`config.mk`:
```
export PLATFORM = sky130hd
export DESIGN_NAME = spi_bus_arbiter
export DESIGN_NICKNAME = d
export VERILOG_FILES = /design/src/rtl/spi_pkg.sv /design/src/rtl/spi_bus_arbiter_pick.sv /design/src/rtl/spi_bus_arbiter.sv
export SDC_FILE = /design/constraint.sdc
export NUM_CORES = 1
export LEC_CHECK = 0
export BUFFER_PORTS_ARGS = -buffer_cell sky130_fd_sc_hd__buf_2
export CORE_ASPECT_RATIO = 1.4
export CORE_UTILIZATION = 57
export CTS_BUF_LIST = sky130_fd_sc_hd__clkbuf_4 sky130_fd_sc_hd__clkbuf_8 sky130_fd_sc_hd__clkbuf_16
export DETAILED_ROUTE_END_ITERATION = 10
export PLACE_DENSITY = 0.9
export SLEW_MARGIN = 10
export SYNTH_ARGS = -nofsm -noshare
export SYNTH_HDL_FRONTEND = slang
export SYNTH_SLANG_ARGS = --single-unit
```
`constraint.sdc`:
```
create_clock -name clk -period 3.2 [get_ports clk]
set_input_delay 0.48 -clock clk [delete_from_list [all_inputs] [get_ports clk]]
set_output_delay 0.48 -clock clk [all_outputs]
set_load 0.1 [all_outputs]
```
`src/rtl/spi_pkg.sv`:
```
// Shared types and helpers for the SPI bus arbiter: FSM encoding, index width and one-hot conversion.
package spi_pkg;

    typedef enum logic [1:0] {
        ST_IDLE  = 2'd0,
        ST_GRANT = 2'd1,
        ST_GUARD = 2'd2
    } state_t;

    localparam int unsigned MAX_PORTS = 16;
    localparam int unsigned MAX_IDXW  = 4;
    localparam int unsigned GUARD_W   = 8;

    function automatic int unsigned idx_width(input int unsigned ports);
        return (ports > 1) ? $clog2(ports) : 1;
    endfunction

    function automatic logic [MAX_PORTS-1:0] idx_to_onehot(input logic [MAX_IDXW-1:0] idx);
        return MAX_PORTS'(1) << idx;
    endfunction

    function automatic logic [MAX_IDXW-1:0] onehot_to_idx(input logic [MAX_PORTS-1:0] vec);
        logic [MAX_IDXW-1:0] idx;
        idx = '0;
        for (int i = 0; i < MAX_PORTS; i++) begin
            if (vec[i]) idx = idx | MAX_IDXW'(i);
        end
        return idx;
    endfunction

endpackage

```
`src/rtl/spi_bus_arbiter_pick.sv`:
```
// Rotating priority encoder: first set bit of eligible at or above rr_ptr, wrapping at PORTS-1.
module rr_priority_pick
    import spi_pkg::*;
#(
    parameter  int unsigned PORTS = 8,
    localparam int unsigned IDXW  = idx_width(PORTS)
) (
    input  logic [PORTS-1:0] eligible,
    input  logic [IDXW-1:0]  rr_ptr,
    output logic             valid,
    output logic [IDXW-1:0]  winner
);

    localparam int unsigned SW = IDXW + 1;

    logic [2*PORTS-1:0] rotated;
    logic [SW-1:0]      sum;

    // Scan from the farthest offset down so the nearest eligible port is written last.
    always_comb begin
        rotated = {eligible, eligible} >> rr_ptr;
        valid   = 1'b0;
        winner  = '0;
        sum     = '0;
        for (int k = PORTS - 1; k >= 0; k--) begin
            if (rotated[k]) begin
                sum = SW'(rr_ptr) + SW'(k);
                if (sum >= SW'(PORTS)) sum = sum - SW'(PORTS);
                valid  = 1'b1;
                winner = IDXW'(sum);
            end
        end
    end

endmodule

```
`src/rtl/spi_bus_arbiter.sv`:
```
// Round-robin owner arbitration of the shared SPI bus with a guard gap between owners and kernel lock.
module spi_bus_arbiter
    import spi_pkg::*;
#(
    parameter  int unsigned PORTS        = 8,
    parameter  int unsigned GUARD_CYCLES = 4,
    localparam int unsigned IDXW         = idx_width(PORTS)
) (
    input  logic             clk,
    input  logic             rst_L,
    input  logic [PORTS-1:0] req,
    input  logic             lock_en,
    input  logic [IDXW-1:0]  lock_port,
    output logic [PORTS-1:0] grant,
    output logic [PORTS-1:0] select,
    output logic             bus_en,
    output logic [IDXW-1:0]  owner,
    output logic             busy
);

    state_t               state;
    logic [IDXW-1:0]      rr_ptr;
    logic [GUARD_W-1:0]   guard_cnt;

    logic [PORTS-1:0]     mask_c;
    logic [PORTS-1:0]     eligible_c;
    logic                 pick_valid_c;
    logic [IDXW-1:0]      pick_idx_c;
    logic [PORTS-1:0]     winner_oh_c;
    logic [IDXW-1:0]      next_ptr_c;
    logic                 grant_now_c;

    // An out-of-range lock_port matches no bit, leaving the bus free.
    always_comb begin
        mask_c = '1;
        if (lock_en) begin
            mask_c = '0;
            for (int i = 0; i < PORTS; i++) begin
                if (32'(lock_port) == 32'(i)) mask_c[i] = 1'b1;
            end
        end
    end

    assign eligible_c = req & mask_c;

    rr_priority_pick #(.PORTS(PORTS)) u_pick (
        .eligible (eligible_c),
        .rr_ptr   (rr_ptr),
        .valid    (pick_valid_c),
        .winner   (pick_idx_c)
    );

    assign winner_oh_c = PORTS'(idx_to_onehot(MAX_IDXW'(pick_idx_c)));
    assign next_ptr_c  = (owner == IDXW'(PORTS - 1)) ? '0 : owner + IDXW'(1);
    assign grant_now_c = pick_valid_c &&
                         ((state == ST_IDLE) || ((state == ST_GUARD) && (guard_cnt == '0)));

    always_ff @(posedge clk) begin
        if (!rst_L) begin
            state     <= ST_IDLE;
            grant     <= '0;
            select    <= '0;
            bus_en    <= 1'b0;
            owner     <= '0;
            busy      <= 1'b0;
            rr_ptr    <= '0;
            guard_cnt <= '0;
        end else if (grant_now_c) begin
            state  <= ST_GRANT;
            grant  <= winner_oh_c;
            select <= winner_oh_c;
            owner  <= pick_idx_c;
            bus_en <= 1'b1;
            busy   <= 1'b1;
        end else begin
            case (state)
                // Ownership is co-operative: only the owner's own req drop ends it.
                ST_GRANT: begin
                    if (!req[owner]) begin
                        state     <= ST_GUARD;
                        grant     <= '0;
                        select    <= '0;
                        bus_en    <= 1'b0;
                        rr_ptr    <= next_ptr_c;
                        guard_cnt <= GUARD_W'(GUARD_CYCLES - 1);
                    end
                end
                ST_GUARD: begin
                    if (guard_cnt == '0) begin
                        state <= ST_IDLE;
                        busy  <= 1'b0;
                    end else begin
                        guard_cnt <= guard_cnt - GUARD_W'(1);
                    end
                end
                default: begin
                    state <= ST_IDLE;
                    busy  <= 1'b0;
                end
            endcase
        end
    end

endmodule

```
* Word level (Yosys, flattened, before mapping)
Index checks and enable logic that the tools add are counted.
** Word-level totals
- Bits in registers :: 26
- Input bits :: 14
- Output and inout bits :: 21
- Logic and storage cells :: 124
** Operators by class
- Add/subtract/negate cells :: 17
- Magnitude comparators :: 9
- Equality and inequality tests :: 17
- Shifts and indexed selects :: 2
- Muxes and demuxes :: 52
- Bitwise operators :: 4
- Reduce and logical (&&, ||, !) cells :: 15
** Operator list (count)
- $mux W3 :: 17
- $mux W8 :: 6
- $ge A4 B4 Y1 const B :: 7
- $sub A3 B1 Y3 const B :: 8
- $mux W1 :: 23
- $add A3 B3 Y4 const B :: 4
- $pmux W8 S2 :: 1
- $shr A16 B3 Y8 :: 1
- $eq A3 B3 Y1 const B :: 5
- $add A3 B2 Y4 const B :: 2
- $and A8 B8 Y8 :: 1
- $logic_not A8 Y1 :: 1
- $ne A2 B2 Y1 const B :: 4
- $reduce_and A2 Y1 :: 4
- $shl A1 B3 Y8 const A :: 1
- $sub A8 B1 Y8 const B :: 1
- $eq A3 B2 Y1 const B :: 2
- $add A3 B1 Y4 const B :: 1
- $ge A3 B4 Y1 const B :: 1
- $lt A3 B4 Y1 const B :: 1
- $mux W2 :: 2
- $pmux W2 S2 :: 1
- $reduce_and A4 Y1 :: 1
- $reduce_bool A2 Y1 :: 2
- 16 further kinds :: 19

* Logic depth before layout (Yosys ltp)
Gate-level depths: netlist of run 1.
- Depth after elaboration :: 16
- Depth in mapped cells :: 11

* Cells and area by module
From an unflattened synthesis of run 1, not the netlist that was laid out.
** Unflattened totals
- Cells, all modules :: 280
- Area total of the unflattened synthesis :: 2383.5 sq um
** By module, submodules not included
- spi_bus_arbiter :: instances 1, cells each 171, area each 1511.4 sq um, seq. area each 520.5 sq um
- rr_priority_pick :: instances 1, cells each 109, area each 872.1 sq um, seq. area each 0.0 sq um

* Worst setup path after synthesis of run 1
Ideal clock, no wire load.
- Kind :: register to register
- Start :: register owner[0]
- End :: register guard_cnt[5]
- Library setup time :: 121 ps
- Arrival :: 2704 ps
- Data required time :: 3079 ps
- Slack :: 375 ps
- Stages on the path, launching flop included :: 8
- Path buffers :: 0
- Cells stage by stage :: dfxtp_1 > mux4_2 > mux2i_1 > a21oi_1 > nor4_1 > nand2_1 > xor2_1 > nor2_1
** Between the ends
- Cells in the longest elaborated chain, start to end :: 4
** RTL lines
- start, declared :: RTL line spi_bus_arbiter.sv:17 : output logic [IDXW-1:0] owner,
- start signal, assigned :: RTL line spi_bus_arbiter.sv:72 : owner <= pick_idx_c;
- $bmux W1 S3 :: RTL line spi_bus_arbiter.sv:79 : if (!req[owner]) begin
- $mux W1 (implied by the code) :: RTL line spi_bus_arbiter.sv:79
- $ne A2 B2 Y1 (no source line)
- $reduce_and A4 Y1 (no source line)
- end signal, assigned :: RTL line spi_bus_arbiter.sv:85 : guard_cnt <= GUARD_W'(GUARD_CYCLES - 1);
- end signal, assigned :: RTL line spi_bus_arbiter.sv:93 : guard_cnt <= guard_cnt - GUARD_W'(1);
- end, declared :: RTL line spi_bus_arbiter.sv:23 : logic [GUARD_W-1:0] guard_cnt;
No other way between the ends. The select of a mux whose other input is x is not followed.
A chain may end at the register's enable or synchronous reset.

* Final worst setup path of run 1
- Start :: input lock_port[0]
- End :: register select[6]
** Between the ends
- Cells in the longest elaborated chain, start to end :: 16
- Elaborated cells between the ends (all ways) :: 41
- Classes of those cells :: eq/ne (8); shift (2); mux (26); bitwise (1); reduce/logical (4)
** RTL lines
- start, declared :: RTL line spi_bus_arbiter.sv:13 : input logic [IDXW-1:0] lock_port,
- $eq A3 B1 Y1, or another cell as far along :: RTL line spi_bus_arbiter.sv:39 : if (32'(lock_port) == 32'(i)) mask_c[i] = 1'b1;
- $mux W1 :: RTL line spi_bus_arbiter.sv:39
- $mux W8 (*) :: RTL line spi_bus_arbiter.sv:36 : if (lock_en) begin
- $and A8 B8 Y8 (*) :: RTL line spi_bus_arbiter.sv:44 : assign eligible_c = req & mask_c;
- $shr A16 B3 Y8 (*) :: RTL line spi_bus_arbiter_pick.sv:21 : rotated = {eligible, eligible} >> rr_ptr;
- $mux W1 (8 in a row) :: RTL line spi_bus_arbiter_pick.sv:26 : if (rotated[k]) begin
- $logic_and A1 B1 Y1 :: RTL line spi_bus_arbiter.sv:55 : assign grant_now_c = pick_valid_c &&
- $ne A2 B2 Y1 (no source line) / $reduce_bool A2 Y1 (equally long branches)
- $reduce_and A2 Y1 (no source line)
- end signal, assigned :: RTL line spi_bus_arbiter.sv:71 : select <= winner_oh_c;
- end, declared :: RTL line spi_bus_arbiter.sv:15 : output logic [PORTS-1:0] select,
Mark *: on every way between the ends. The rest lies on a longest branch, timed or not.

==> run summary, run 1 <==
Worst-path clk slew -> 0.08 ns
Cts hold-fix bufs -> 0
Root buf cell -> clkbuf_8
Initial Utilization -> 60.0%
Worst Path Arrival -> 3.09 ns
WP depth -> 10
Worst endpoint required time -> 3.37 ns
Avg Cell Area, Syn -> 8.71 um^2
Yosys reg bits -> 26
Clock Path Buffers -> 2
Post-Syn Instances -> 251
Mapped Nets -> 270
Crit path max-delay cell type -> mux4_2
GR Overflow Total -> 0
Detailed Routing Iterations Pass 1 -> 5
Core Region -> 0.00364 mm^2
Hold_sp -> select[1]
TritonCTS Buffers -> 3
Wire length of the first global-routing pass -> 8910 um
Final Skew -> 0.00840 ns
Fin crit share -> 91.3%
Synth Flop Type -> dfxtp_1
Final setup viols -> 0
GP Congestion -> 0.893
Hold Path Class -> reg -> reg
Vias per Instance -> 6.70
DR vias -> 2176
Clk_lat worst skew -> 0.28 ns
Routed Antenna Nets -> 0
Post-synth EDFFs -> 0
Fin crit period -> 2.92 ns
Routed wire per std cell -> 17.1 um
Die ar. -> 0.00409 mm^2
RSZ-0062 raised after global routing -> false
Synth top area share -> 23.8%
Post-synthesis cell type count -> 58
Hold EP -> select[1]
Postcts setup bufs -> 0
Initial antenna violation count -> 0
CP peak stage delay -> 0.50 ns
Leak Pwr -> 1.02 nW
CP Cell Sequence -> buf_2, nor3b_1, o21ai_1, mux4_2, buf_4, a2111oi_0, a31o_2, o311a_1, a211oi_1, o41ai_1
Yosys top cell by area -> dfxtp_1
# fillers -> 318
Diodes inserted -> 0
Die Y-Extent -> 75.3 um
GRT Util Overall -> 29.7%
Slew at the pin with the worst max-slew slack -> 0.660 ns
Outcome -> completed
Fin. max-slew vios -> 0
Cell family with the largest share of critical-path delay -> compound AO/OA/AOI/OAI gates
Final hold vios -> 0
Horiz. Die Dim -> 54.3 um
Pwr/cell area -> 1040 mW/mm^2
Share of cells above drive strength 1 -> 26.1%
Max Freq -> 342 MHz
Register area share after synthesis -> 23.8%
Post-CTS sizing -> 0
Fraction of registers with async set/reset -> 0%
# DRC -> 0
Setup CP Type -> in -> reg
Clock sink total -> 26
Relative slew margins -> 55.6%
Post-DP HPWL -> 4370 um
CTS tree -> done
Pwr Total -> 0.00257 W
Startpoint types -> input pin
Synth area leaders -> dfxtp_1 24%, mux4_2 13%, nor2_1 5.5%
Yosys warns -> 0
Setup TNS -> 0 ns
Crit path capture type -> register
Synth-to-layout area growth -> 12.5%
Crit Path Max Fanout -> 9
Io pins -> 35
CP bufs+invs -> 2
Internal reg-to-reg setup slack -> 0.36 ns
Worst Setup SP -> lock_port[0]
H-tree depth -> 1
Row count -> 26
Number of nets in the layout -> 303
1st-iter DRT viols -> 96
Largest net degree at the start of global routing -> 20
Routed Wire Length -> 5570 um
Mapped Area -> 0.00219 mm^2
Min-Delay Path Depth -> 2
Reg2Reg Depth -> 8
Worst flop-to-flop path startpoint -> rr_ptr[0]
Worst R2R End -> select[6]
Max_cap viols -> 0
VDD IR-drop max -> 1.03 mV
Vias in the first global route -> 2129
Port Buf Inserts -> 34
-- worst max path at each step --
stage	endpoint	slack, ns
2_1_floorplan	guard_cnt[5]	0.37
3_3_place_gp	select[4]	0.18
3_5_place_dp	select[5]	0.04
4_1_cts	select[5]	0.30
5_1_grt	select[6]	0.09
6_report	select[6]	0.28
-- metrics by stage --
| stage | instance area, um^2 | setup slack (ns) | std cells | util (%) | hold WS, ns |
|---|---|---|---|---|---|
| after floorplan | 2190 | 0.375 | 251 | - | 0.451 |
| after global placement | 2390 | 0.177 | 321 | 65.5 | 0.444 |
| after detailed placement | 2390 | 0.0419 | 321 | 65.5 | 0.455 |
| after CTS | 2460 | 0.305 | 325 | 67.5 | 0.473 |
| after global routing | 2460 | 0.0866 | 325 | 67.5 | 0.491 |
| final | 2460 | 0.279 | 325 | 67.5 | 0.467 |
-- report_power, final --
part           internal [W]  leakage [nW]  switching (W)
logic              0.000573         0.767        0.00118
registers          0.000441         0.213      0.0000992
clock network      0.000168        0.0357       0.000104
-- area by class of cell --
cell class | count | area (um^2) | area share [%]
Clock buffer | 3 | 41.3 | 1.68
Clock inverter | 1 | 30.0 | 1.22
Inverter | 10 | 37.5 | 1.53
Multi-Input combinational cell | 196 | 1510 | 61.4
Sequential cell | 26 | 520 | 21.2
Tap cell | 42 | 52.6 | 2.14
Timing Repair Buffer | 47 | 268 | 10.9
-- per-layer routing --
layer  vias to the layer above  part of all wire (%)  global-route usage, %
met5                         -                     0                      0
met4                         0                   3.5                   20.5
met1                      1021                    38                   30.2
met2                       114                    53                   54.1
met3                        27                   5.7                   3.64
li1                       1014                     -                      -
-- cells in the final DEF, fill, tap and decap left out, types with 2 or more instances in the layout --
master     n
o311a_1    2
ha_1       5
buf_2     34
nor2_1    32
o21a_1     6
o41ai_1    4
dfxtp_1   26
nor4_1     2
nor4b_1    3
and2_1     2
xor2_1     2
a31oi_1    2
nor2b_1    6
a21o_1     2
o211a_1    2
xnor2_1    4
a211oi_1   8
inv_1      9
mux4_2    13
and3_1     2
o21ai_0    8
o211ai_1   4
nand4b_1   2
nor3b_1    4
clkbuf_8   3
a21oi_1    9
nand2_1   22
a211oi_2   2
buf_4     13
nand3_1    4
o31ai_1    7
mux2i_1    6
nor3_1     5
a311o_1    2
nand2b_1   3
-- registers in the layout (all words and copies together) (netlist names) --
signal     cells
select         8
guard_cnt      8
rr_ptr         3
busy           1
state          2
owner          3
bus_en         1
-- logic make-up (layout without fill, tap and decap cells) --
kind of cell	count (synthesis)	after routing	share of synthesized area, %
compound gates	67	67	22.8
xor+xnor	6	6	2.40
fa+ha+maj	5	5	2.86
buf+inv	29	61	7.15
flops	26	26	23.8
mux	20	20	16.7
simple gates	98	98	24.3
-- Yosys cell counts, drive strengths merged (5+ instances only) --
cell / instances
buf: 15
mux2i: 6
dfxtp: 26
nand2: 22
ha: 5
a211oi: 10
o21a: 6
a21oi: 9
nor3: 5
inv: 9
mux4: 13
o21ai: 9
o31ai: 7
nor3b: 5
nor2b: 6
nor2: 32
-- worst min-delay path, delay by kind of cell, from the launching register on --
family | cells | cell delay, ns
AOI/OAI and AO/OA | 1 | 0.05
DFF | 1 | 0.32
and+or+nand+nor | 1 | 0.05
No activity file was read; power rests on OpenSTA's default activity.
==> run 2, diff against run 1 <==
Settings changed: BUFFER_PORTS_ARGS -buffer_cell sky130_fd_sc_hd__buf_2 to -buffer_cell sky130_fd_sc_hd__buf_4, CORE_ASPECT_RATIO 1.4 to 1.1, CORE_UTILIZATION 57 to 33, PLACE_DENSITY 0.9 to 0.61.
==> run summary, run 2 (same netlist as run 1, synthesis figures left out) <==
GRT Util Overall -> 16.8% (was 29.7%)
Vias per Instance -> 5.68 (was 6.70)
Part of the power in registers -> 20.7% (was 21.1%)
Post-CTS sizing -> 0 (unchanged)
Pwr Total -> 0.00262 W (was 0.00257 W)
Pwr/cell area -> 1000 mW/mm^2 (was 1040 mW/mm^2)
Setup TNS -> 0 ns (unchanged)
Commonest non-fill, non-tap cell in the layout -> buf_4 (was buf_2)
Routed wire per std cell -> 15.3 um (was 17.1 um)
Hold EP -> select[0] (was select[1])
Clock Path Buffers -> 2 (unchanged)
Post-layout util -> 41.6% (was 67.5%)
RSZ-0062 raised after global routing -> false (unchanged)
Cts hold-fix bufs -> 0 (unchanged)
Share of cells above drive strength 1 -> 26.7% (was 26.1%)
Internal reg-to-reg setup slack -> 0.48 ns (was 0.36 ns)
Max_cap viols -> 0 (unchanged)
H-tree depth -> 1 (unchanged)
CTS tree -> done (unchanged)
Root buf cell -> clkbuf_8 (unchanged)
Worst flop-to-flop path startpoint -> rr_ptr[1] (was rr_ptr[0])
1st-iter DRT viols -> 94 (was 96)
Wire length of the first global-routing pass -> 9250 um (was 8910 um)
Max Freq -> 350 MHz (was 342 MHz)
Layout Cells excl Fill -> 365 (was 325)
Final Skew -> 0.00892 ns (was 0.00840 ns)
Io pins -> 35 (unchanged)
Final setup viols -> 0 (unchanged)
GP Congestion -> 0.907 (was 0.893)
Die Y-Extent -> 87.4 um (was 75.3 um)
Vias in the first global route -> 1920 (was 2129)
Crit Path Max Fanout -> 8 (was 9)
Worst Path Arrival -> 3.02 ns (was 3.09 ns)
Crit path capture type -> register (unchanged)
Postcts setup bufs -> 0 (unchanged)
DR vias -> 2073 (was 2176)
Largest regs -> guard_cnt (8), select (8) (unchanged)
Switching pwr -> 0.00138 W (about the same)
Leak Pwr -> 1.04 nW (was 1.02 nW)
Worst-path clk slew -> 0.09 ns (was 0.08 ns)
Routed Wire Length -> 5590 um (was 5570 um)
Hold_sp -> select[0] (was select[1])
Port Buf Inserts -> 34 (unchanged)
Fin. max-slew vios -> 0 (unchanged)
Placed instance count -> 361 (was 321)
Relative slew margins -> 59.5% (was 55.6%)
Fin crit share -> 89.2% (was 91.3%)
VDD IR-drop max -> 0.568 mV (was 1.03 mV)
Number of nets in the layout -> 305 (was 303)
Worst R2R End -> select[7] (was select[6])
Setup CP Type -> in -> reg (unchanged)
Reg2Reg Depth -> 9 (was 8)
Initial antenna violation count -> 0 (unchanged)
Hold Path Class -> reg -> reg (unchanged)
Row count -> 30 (was 26)
Routed Antenna Nets -> 0 (unchanged)
Worst endpoint required time -> 3.37 ns (about the same)
Sw Ratio -> 52.6% (was 53.9%)
Slew at the pin with the worst max-slew slack -> 0.602 ns (was 0.660 ns)
Clk_lat worst skew -> 0.27 ns (was 0.28 ns)
Final hold vios -> 0 (unchanged)
Min-Delay Path Depth -> 2 (unchanged)
# DRC -> 0 (unchanged)
Fin crit period -> 2.86 ns (was 2.92 ns)
Largest net degree at the start of global routing -> 20 (unchanged)
Startpoint types -> input pin (unchanged)
Commonest cells after routing, fill and taps aside -> 49 x buf_4, 32 x nor2_1, 26 x dfxtp_1 (was 34 x buf_2, 32 x nor2_1, 26 x dfxtp_1)
Clock power share -> 10.4% (was 10.6%)
Post-DP HPWL -> 4470 um (was 4370 um)
Synth-to-layout area growth -> 19.2% (was 12.5%)
Logic pwr share -> 68.8% (was 68.4%)
TritonCTS Buffers -> 3 (unchanged)
Detailed Routing Iterations Pass 1 -> 6 (was 5)
Internal Power -> 0.00124 W (was 0.00118 W)
# fillers -> 632 (was 318)
Horiz. Die Dim -> 79.6 um (was 54.3 um)
Clock sink total -> 26 (unchanged)
Diodes inserted -> 0 (unchanged)
Initial Utilization -> 34.9% (was 60.0%)
Outcome -> completed (unchanged)
Core Region -> 0.00627 mm^2 (was 0.00364 mm^2)
GR Overflow Total -> 0 (unchanged)
Die ar. -> 0.00695 mm^2 (was 0.00409 mm^2)
[run 2: cell count changes in the layout (fill, tap and decap cells not counted)]
cell and delta:
buf_4 +36, buf_2 -34
[run 2: metrics by stage]
step | hold slack, ns | cell area [um^2] | setup WS (ns)
after floorplan | 0.451 | 2190 | 0.375
after global placement | 0.462 | 2530 | 0.0374
after detailed placement | 0.469 | 2530 | 0.0578
after CTS | 0.488 | 2610 | 0.347
after global routing | 0.510 | 2610 | 0.131
final | 0.480 | 2610 | 0.344
[run 2: layout make-up]
cell class | instances | area [um^2] | share of cell area, %
Multi-Input combinational cell | 196 | 1510 | 57.9
Sequential cell | 26 | 520 | 20.0
Timing Repair Buffer | 49 | 368 | 14.1
Tap cell | 80 | 100 | 3.84
Clock buffer | 3 | 41.3 | 1.58
Inverter | 10 | 37.5 | 1.44
Clock inverter | 1 | 30.0 | 1.15
[run 2: power by group through the flow]
stage                     Sequential (W)  Combinational, W  Clock (W)
after floorplan                 0.000861           0.00111          0
after global placement          0.000546           0.00178          0
after detailed placement        0.000551           0.00180          0
after CTS                       0.000544           0.00180   0.000278
after global routing            0.000561           0.00194   0.000292
final                           0.000542           0.00180   0.000273
[run 2: routing by layer]
layer  wire [um]  share of wire [%]  vias up  global-route usage, %
li1            -                  -     1012                      -
met1        2570                 46      965                   22.4
met2        2610                 47       82                   27.6
met3         261                4.7       14                   1.99
met4         158                2.8        0                   6.61
met5           0                  0        -                      0
[run 2: critical path: stages]
cell,delay (ns)
buf_4,0.14
and4b_1,0.22
or2_0,0.24
mux4_2,0.58
buf_4,0.20
nor3b_1,0.14
nor4b_1,0.32
o211ai_1,0.23
and3_1,0.24
o41ai_1,0.24
[run 2: how the worst max path moves through the flow]
stage	from	endpoint	depth (start not counted)
3_5_place_dp	lock_port[2]	select[7]	9
4_1_cts	lock_port[2]	select[2]	9
5_1_grt	lock_port[1]	select[3]	10
3_3_place_gp	lock_port[2]	select[3]	9
6_report	lock_port[1]	select[2]	10
2_1_floorplan	owner[0]	guard_cnt[5]	7
